==> config.mk <==
export PLATFORM = sky130hd
export DESIGN_NAME = seq_divider
export DESIGN_NICKNAME = d
export VERILOG_FILES = /design/src/rtl/muldiv_pkg.sv /design/src/rtl/div_step.sv /design/src/rtl/seq_divider.sv
export SDC_FILE = /design/constraint.sdc
export NUM_CORES = 1
export LEC_CHECK = 0
export CAP_MARGIN = 30
export CELL_PAD_IN_SITES_DETAIL_PLACEMENT = 0
export CELL_PAD_IN_SITES_GLOBAL_PLACEMENT = 1
export CORE_AREA = 2 2 161 163
export DETAILED_ROUTE_END_ITERATION = 6
export DIE_AREA = 0 0 163 165
export PLACE_DENSITY_LB_ADDON = 0.1
export SYNTH_ARGS = -nofsm -noshare
export SYNTH_HDL_FRONTEND = slang
export SYNTH_SLANG_ARGS = --single-unit
==> constraint.sdc <==
create_clock -name clk -period 3.5 [get_ports clk]
set_input_delay 0.525 -clock clk [delete_from_list [all_inputs] [get_ports clk]]
set_output_delay 0.525 -clock clk [all_outputs]
set_load 0.05 [all_outputs]
==> src/rtl/muldiv_pkg.sv <==
// Constants shared by the sequential multiplier and divider in the execute slot.
package muldiv_pkg;

    localparam int unsigned W          = 32;
    localparam int unsigned SW         = 6;
    localparam int unsigned S_LOAD     = 0;
    localparam int unsigned S_DONE     = W + 1;
    localparam int unsigned S_MUL_DONE = W - 1;

    // Terminal counter value of the divider for an arbitrary operand width.
    function automatic int unsigned div_done_state(input int unsigned width);
        return width + 1;
    endfunction

endpackage

==> src/rtl/div_step.sv <==
// One restoring-division step: shift in the next dividend bit, compare, subtract.
module div_step #(
    parameter int unsigned W = 32
) (
    input  logic [W-1:0] r,
    input  logic         qmsb,
    input  logic [W-1:0] y,
    output logic [W-1:0] r_next,
    output logic         qbit
);

    logic [W:0] t;

    always_comb begin
        t    = {r, qmsb};
        qbit = (t >= {1'b0, y});
        // When the subtraction is taken the true difference is below y, so W bits suffice.
        r_next = qbit ? (t[W-1:0] - y) : t[W-1:0];
    end

endmodule

==> src/rtl/seq_divider.sv <==
// Sequential restoring divider for DIV/MOD: W+1 stall cycles, floored signed mode.
module seq_divider
    import muldiv_pkg::*;
#(
    parameter int unsigned W  = muldiv_pkg::W,
    parameter int unsigned SW = muldiv_pkg::SW
) (
    input  logic          clk,
    input  logic          rst,
    input  logic          run,
    input  logic          u,
    input  logic [W-1:0]  x,
    input  logic [W-1:0]  y,
    output logic          stall,
    output logic [W-1:0]  quot,
    output logic [W-1:0]  rem
);

    localparam logic [SW-1:0] S_LD = SW'(S_LOAD);
    localparam logic [SW-1:0] S_DN = SW'(div_done_state(W));

    logic [SW-1:0] s;
    logic [W-1:0]  r_acc;
    logic [W-1:0]  q_acc;
    logic          neg;
    logic          dz;

    logic [W-1:0]  r_nx;
    logic          qbit;
    logic          xneg;
    logic          done;

    div_step #(.W(W)) u_step (
        .r      (r_acc),
        .qmsb   (q_acc[W-1]),
        .y      (y),
        .r_next (r_nx),
        .qbit   (qbit)
    );

    always_comb begin
        xneg  = u & x[W-1];
        // Reset masks the done state so stall reads as run while rst is high.
        done  = ~rst & (s == S_DN);
        stall = run & ~done;
    end

    always_ff @(posedge clk) begin
        if (rst) begin
            s     <= '0;
            r_acc <= '0;
            q_acc <= '0;
            neg   <= 1'b0;
            dz    <= 1'b0;
        end else begin
            if (!run) begin
                s <= S_LD;
            end else if (s != S_DN) begin
                s <= s + 1'b1;
            end

            if (run && (s == S_LD)) begin
                q_acc <= xneg ? -x : x;
                r_acc <= '0;
                neg   <= xneg;
                dz    <= (y == '0);
            end else if (run && (s != S_DN)) begin
                r_acc <= r_nx;
                q_acc <= {q_acc[W-2:0], qbit};
            end
        end
    end

    // Magnitude result is corrected to floored form when the dividend was negative.
    always_comb begin
        quot = '0;
        rem  = '0;
        if (done) begin
            if (dz) begin
                quot = '1;
                rem  = x;
            end else if (!neg) begin
                quot = q_acc;
                rem  = r_acc;
            end else if (r_acc == '0) begin
                quot = -q_acc;
                rem  = '0;
            end else begin
                quot = ~q_acc;
                rem  = y - r_acc;
            end
        end
    end

endmodule
==> results of run 1 <==
-- critical path: stages, from the launching register on --
cell and delay, ns:
dfxtp_2 0.32, or4_4 0.56, nor4_4 0.18, nand2b_2 0.09, or4_4 0.42, or2_4 0.28, or3_4 0.38, o31ai_4 0.19
xnor2_1 0.10, a21oi_2 0.27, buf_12 0.18
-- worst paths after layout --
check,from,end,slack (ns),cells past startpoint
hold / removal,r_acc[19],r_acc[19],0.52,2
setup / recovery,q_acc[13],quot[31],-0.33,10
hold reg to reg,r_acc[19],r_acc[19],0.52,2
setup reg to reg,q_acc[31],r_acc[16],0.23,12
-- per-layer routing --
layer,GRT usage,up-vias
met2,0.461,263
met4,0.0455,0
met5,0,-
met1,0.352,5343
li1,-,5393
met3,0.0334,35
-- cell type report --
cell class,instances,area (um2),share of cell area
Clock buffer,10,239,0.0166
Clock inverter,6,91.3,0.00636
Inverter,87,327,0.0227
Multi-Input combinational cell,1055,7820,0.544
Sequential cell,72,1460,0.102
Tap cell,330,413,0.0287
Timing Repair Buffer,410,4020,0.279
-- registers in the layout (all words and copies together), names as in the netlist --
name	count
neg	1
s	6
q_acc	32
dz	1
r_acc	32
-- kinds of logic (layout without fill, tap and decap cells) --
| kind of cell | count (synthesis) | count (layout) |
|---|---|---|
| compound gates | 463 | 463 |
| xor+xnor | 114 | 114 |
| fa+ha+maj | 71 | 71 |
| buf+inv | 162 | 513 |
| flops | 72 | 72 |
| mux | 13 | 13 |
| simple gates | 394 | 394 |
-- per-stage QoR --
| stage | total power, uW | instances |
|---|---|---|
| final | 2950 | 1970 |
| after global routing | 3110 | 1970 |
| after CTS | 2920 | 1966 |
| after detailed placement | 1800 | 1940 |
| after global placement | 1800 | 1940 |
| after floorplan | 1380 | 1289 |
-- cell usage in the layout, fill, tap and decap left out, types with 22 or more instances in the layout --
master	synthesis	routed
a22oi_1	22	22
nand2_1	130	125
xor2_1	67	65
ha_1	69	50
a21o_1	28	28
nor2_1	93	88
nor3_1	32	24
a21oi_2	0	24
buf_12	0	60
xnor2_1	47	45
inv_1	86	76
clkdlybuf4s50_1	0	44
o21ai_0	89	79
buf_4	0	271
dfxtp_1	72	58
a21oi_1	173	143
-- what timing repair did --
action	CTS	global route
setup endpoints to repair	62	45
buffers inserted	12	11
hold endpoints to repair	0	0
pin swaps	88	62
gates resized for setup	161	80
gates cloned	0	0
-- power groups by stage --
| stage | clock [uW] | sequential [uW] | combinational, uW |
|---|---|---|---|
| floorplan | 0 | 907 | 475 |
| global placement | 0 | 916 | 881 |
| detailed placement | 0 | 916 | 887 |
| CTS | 1060 | 900 | 957 |
| global route | 1110 | 907 | 1090 |
| finish | 1040 | 902 | 1010 |
==> results.py, run 1 <==
metrics = {
    "routing": {
        "drc_errors": 0,
        "wl_met1_mm": 16.2,
        "wl_met2_mm": 17.4,
        "drtPass1Iterations": 5,
        "met3_wirelength_mm": 1.77,
        "via_per_inst": 5.60,
        "top_layer_used": "met4",
        "routedWlPerCell_um": 18.2,
        "drtIter0Drc": 729,
        "route.vias.total": 11000,
        "finalWirelength_mm": 35.9,
        "ant_nets": 0,
    },
    "pwr": {
        "p_leak_uw": 0.00593,
        "power_frac_seq": 0.306,
        "swShare": 0.330,
        "p_clk_frac": 0.354,
        "peakVddDrop_uv": 236,
        "powerDensity_nw_per_um2": 205,
        "combPwrFrac": 0.341,
        "p_sw_uw": 973,
        "p_int_uw": 1980,
    },
    "synth": {
        "async_flop_share": 0,
        "synth_top_cell_by_area": "dfxtp_1",
        "syn-num-nets": 1428,
        "synthesis.instances": 1289,
        "synthTopCellsByCount": "a21oi_1, nand2_1, nor2_1",
        "yosys.area_share.simple": 0.216,
        "synthAdderAreaFrac": 0.101,
        "synth_cell_type_count": 72,
        "ys_seq_area_frac": 0.162,
        "synth-xor-area-share": 0.112,
        "netlist.area_leader.share": 0.162,
        "ys.flop_type": "dfxtp_1",
        "synth_edf_count": 0,
        "ys_top_cells_by_area": "dfxtp_1, a21oi_1, ha_1, xor2_1, nand2_1",
        "synth-compound-area-share": 0.326,
        "yosysWarningCount": 0,
        "syn_area_um2": 8910,
        "synth_top_family_by_area": "compound AO/OA/AOI/OAI gates",
        "synth_mux_area_frac": 0.0146,
        "synth.avg_cell_area_um2": 6.91,
        "yosysMostFrequentCell": "a21oi_1",
        "synth_seq_cells": 72,
    },
    "sta": {
        "worst_pin_slew_ns": 0.852,
        "setup_viol": 25,
        "fin_ws_ns": -0.325,
        "setup_tns_ns": -3.42,
        "holdWs_ns": 0.524,
        "rsz0062_at_grt": "true",
        "post-route-period-util": 1.09,
        "slew_headroom": 0.427,
        "fmaxAchievable_ghz": 0.261,
        "period_needed_ns": 3.83,
        "hold_viol_final": 0,
        "finClkSkew_ns": 0.0113,
        "slew_viol_final": 0,
    },
    "cts": {
        "numCtsBuffers": 9,
        "clk_pin_slew_ns": 0.06,
        "htreeDepth": 3,
        "cts_tree": "done",
        "clock-sinks": 72,
        "clk_latency_ns": 0.35,
        "cts_hold_buf": 0,
        "max-clock-path-buffers": 2,
        "cts-root-buf": "clkbuf_16",
    },
    "grt": {
        "grt_pass1_wl_mm": 56.3,
        "grt_pass1_vias": 10800,
        "grt_max_degree": 50,
        "antenna_found_initial": 0,
        "gr-total-overflow": 0,
        "grt_use_total": 0.264,
    },
    "job": {
        "cap_violations": 0,
    },
    "place": {
        "dp_hpwl_mm": 28.2,
        "dp_slack_ns": -0.746,
        "io_buffer_count": 132,
        "placed_area_um2": 13100,
        "gp_congestion": 0.997,
    },
    "cells_and_area": {
        "drive_gt1_frac": 0.328,
        "nNetsFinal": 1774,
        "syn_to_final_growth_pct": 61.3,
        "final_area_um2": 14400,
        "fillers": 2382,
        "final_util": 0.574,
        "diodes": 0,
    },
    "setup_path": {
        "worstSetupStartpointType": "register",
        "cp-end-kind": "primary output",
        "cp.required_ns": 2.97,
        "crit_fanout": 3,
        "crit_type": "register to primary output",
        "worst_ep_arrival_time_ns": 3.30,
    },
    "floorplanning": {
        "start_util": 0.356,
        "die_w_um": 163,
        "coreArea_um2": 25000,
        "core.rowCount": 58,
        "die_area_um2": 26900,
        "ios": 133,
        "die_y_um": 165,
    },
    "outcome": {
        "status": "finished, violations left",
        "violations": "negative setup slack",
    },
    "hold_path": {
        "hold_class": "register to register",
    },
}
No activity file was read; power rests on OpenSTA's default activity.
==> run 2: changes to the inputs <==
--- a/config.mk
+++ b/config.mk
@@ -5,12 +5,13 @@
 export SDC_FILE = /design/constraint.sdc
 export NUM_CORES = 1
 export LEC_CHECK = 0
+export ABC_AREA = 1
 export CAP_MARGIN = 30
 export CELL_PAD_IN_SITES_DETAIL_PLACEMENT = 0
 export CELL_PAD_IN_SITES_GLOBAL_PLACEMENT = 1
-export CORE_AREA = 2 2 161 163
+export CORE_AREA = 2 2 183 185
 export DETAILED_ROUTE_END_ITERATION = 6
-export DIE_AREA = 0 0 163 165
+export DIE_AREA = 0 0 185 187
 export PLACE_DENSITY_LB_ADDON = 0.1
 export SYNTH_ARGS = -nofsm -noshare
 export SYNTH_HDL_FRONTEND = slang
==> run 2 against run 1 <==
Highest routed layer unchanged. Via count rose by 26%. Non-clock buffer count is 193 lower. Wire length up 39%. Utilization shrank 13 points. Worst hold slack got worse by 0.050 ns. Combinational power rose by 4%. Critical path depth up 2. Area after synthesis up 27%. Fmax increased by 12%. Final cell count increased by 38%. Synthesized cell count increased by 63%. The flow now finishes without violations.
==> results.py, run 2 <==
metrics = {
    "outcome": {
        "status": "complete, no violations",
    },
    "pwr": {
        "powerDensity_nw_per_um2": 201,
        "peakVddDrop_uv": 211,
        "p_leak_uw": 0.00703,
    },
    "synth": {
        "synth_seq_cells": 72,
        "synth_cell_type_count": 43,
        "synth-xor-area-share": 0.0411,
        "async_flop_share": 0,
        "ys.flop_type": "dfxtp_1",
        "syn_area_um2": 11300,
        "synth_top_cell_by_area": "nand2_1",
        "ys_top_cells_by_area": "nand2_1, dfxtp_1, inv_1, nand3_1, a21oi_1",
        "synthesis.instances": 2106,
        "syn-num-nets": 2245,
        "synthAdderAreaFrac": 0.0800,
        "ys_seq_area_frac": 0.128,
        "yosysWarningCount": 0,
        "synth-compound-area-share": 0.168,
        "synth_edf_count": 0,
        "synth_mux_area_frac": 0,
        "synth.avg_cell_area_um2": 5.36,
        "yosys.area_share.simple": 0.445,
        "yosysMostFrequentCell": "nand2_1",
        "synth_top_family_by_area": "simple AND/OR/NAND/NOR gates",
        "netlist.area_leader.share": 0.223,
        "synthTopCellsByCount": "nand2_1, inv_1, nand3_1",
    },
    "setup_path": {
        "rr_endpoint": "r_acc[16]",
        "path_cells": "clkdlybuf4s50_1 > ha_1 > a21oi_1 > o21ai_0 > a21oi_1 > nor2_1 > nor2_1 > nand2_1 > nand2_1 > nand3_1 > a21oi_2 > buf_12",
        "worstSetupStartpointType": "input pin",
        "crit_buf_inv": 2,
        "crit_start": "y[10]",
        "reg2reg_slack_ns": 0.98,
        "crit_fanout": 4,
        "path_delay_family": "compound AO/OA/AOI/OAI gates",
        "crit_slowest_cell": "clkdlybuf4s50_1",
        "worst-path-stages": 12,
        "reg2reg_depth": 14,
        "cp.required_ns": 2.97,
        "rr_startpoint": "q_acc[31]",
        "cp-end-kind": "primary output",
        "max_stage_delay_ns": 0.48,
        "worst_ep_arrival_time_ns": 2.89,
        "crit_type": "input pin to primary output",
        "critPathCapture": "rem[25]",
    },
    "floorplanning": {
        "coreArea_um2": 32900,
        "core.rowCount": 67,
        "ios": 133,
        "die_y_um": 187,
        "die_area_um2": 34600,
        "die_w_um": 185,
        "start_util": 0.344,
    },
    "cts": {
        "post_cts_buffers": 0,
        "numCtsBuffers": 9,
        "clock-sinks": 72,
        "clk_latency_ns": 0.36,
        "max-clock-path-buffers": 2,
        "clk_pin_slew_ns": 0.06,
        "cts-root-buf": "clkbuf_16",
        "cts_tree": "done",
        "cts_hold_buf": 0,
        "htreeDepth": 3,
    },
    "cells_and_area": {
        "drive_gt1_frac": 0.120,
        "syn_to_final_growth_pct": 29.6,
        "multi_input_area_um2": 8510,
        "nNetsFinal": 2400,
        "layout_common_cells": "nand2_1, inv_1, nand3_1",
        "diodes": 0,
        "final_common_cell": "nand2_1",
        "fillers": 3669,
        "final-seq-area_um2": 1440,
        "top_regs": "q_acc (32), r_acc (32), s (6)",
    },
    "job": {
        "cap_violations": 0,
    },
    "sta": {
        "slew_headroom": 0.416,
        "setup_tns_ns": 0,
        "setup_viol": 0,
        "finClkSkew_ns": 0.00924,
        "hold_viol_final": 0,
        "period_needed_ns": 3.41,
        "worst_pin_slew_ns": 0.875,
        "holdWs_ns": 0.473,
        "slew_viol_final": 0,
        "post-route-period-util": 0.975,
        "fmaxAchievable_ghz": 0.293,
    },
    "grt": {
        "grt_pass1_vias": 13500,
        "grt_pass1_wl_mm": 77.1,
        "gr-total-overflow": 0,
        "grt_max_degree": 64,
        "grt_use_total": 0.288,
        "antenna_found_initial": 0,
    },
    "routing": {
        "ant_nets": 0,
        "drtIter0Drc": 999,
        "drtPass1Iterations": 5,
        "route.vias.total": 13900,
        "finalWirelength_mm": 49.9,
        "drc_errors": 0,
        "routedWlPerCell_um": 18.4,
        "via_per_inst": 5.13,
    },
    "hold_path": {
        "hold_class": "register to register",
    },
    "place": {
        "gp_congestion": 0.969,
        "dp_hpwl_mm": 41.2,
        "io_buffer_count": 132,
    },
}
[run 2: cell count changes after synthesis, sizes merged, moves of 18 or more]
cell    previous run  this run
buf                5        31
xnor2             47        18
a22oi             22         0
nor4              26         8
inv               87       315
a21o              28         3
nand2            130       682
nand3             22       209
xor2              67        35
clkbuf            70        42
nand4             12        41
o21ai             92       111
nor2              93       191
[run 2: power by group]
group / switching (uW) / total, uW / internal, uW
sequential: 61.8 / 918 / 856
combinational: 671 / 1050 / 378
clock: 403 / 971 / 568
[run 2: per-stage QoR]
stage / util / cells / instance area, um2 / power (uW) / worst slack [ns]
detailed placement: 0.430 / 2698 / 14100 / 1950 / -0.141
floorplan: - / 2106 / 11300 / 1550 / 0.0885
global route: 0.445 / 2713 / 14600 / 3100 / -0.0110
global placement: 0.430 / 2698 / 14100 / 1950 / -0.152
CTS: 0.440 / 2713 / 14500 / 2920 / 0.00210
finish: 0.445 / 2713 / 14600 / 2940 / 0.0880
[run 2: cell type report]
cell class / count / share of cell area
Tap cell: 448 / 0.0383
Multi-Input combinational cell: 1643 / 0.582
Clock buffer: 12 / 0.0168
Timing Repair Buffer: 217 / 0.180
Inverter: 318 / 0.0816
Sequential cell: 72 / 0.0985
Clock inverter: 3 / 0.00291
[run 2: logic make-up (layout without fill, tap and decap cells)]
logic type,after synthesis,in the layout
and+or+nand+nor,1169,1169
buffers and inverters,391,550
AOI/OAI and AO/OA,350,350
DFF,72,72
adders and majority gates,71,71
xor gates and xnor gates,53,53
[run 2: repair_timing]
item,in CTS,in global routing
pin swaps,4,6
endpoints found under the hold margin,0,0
endpoints found under the setup margin,15,22
gates resized for setup,14,45
[run 2: how the worst min path moves through the flow]
stage,slack [ns],startpoint,end,cells after the start
2_1_floorplan,0.44,q_acc[20],q_acc[20],2
6_report,0.47,q_acc[20],q_acc[20],2
5_1_grt,0.52,q_acc[20],q_acc[20],2
3_5_place_dp,0.46,q_acc[20],q_acc[20],2
4_1_cts,0.47,q_acc[20],q_acc[20],2
3_3_place_gp,0.45,q_acc[20],q_acc[20],2
[run 2: per-layer routing]
metal | up-vias | GRT usage | routed length (um)
li1 | 7093 | - | -
met1 | 6417 | 0.368 | 21700
met2 | 358 | 0.510 | 24700
met3 | 59 | 0.0236 | 1990
met4 | 0 | 0.0894 | 1510
met5 | - | 0 | 0
[run 2: worst min-delay path, cell delays in order (launching register included)]
cell and delay, ns:
dfxtp_1 0.31, nand2_1 0.06, a21oi_1 0.06
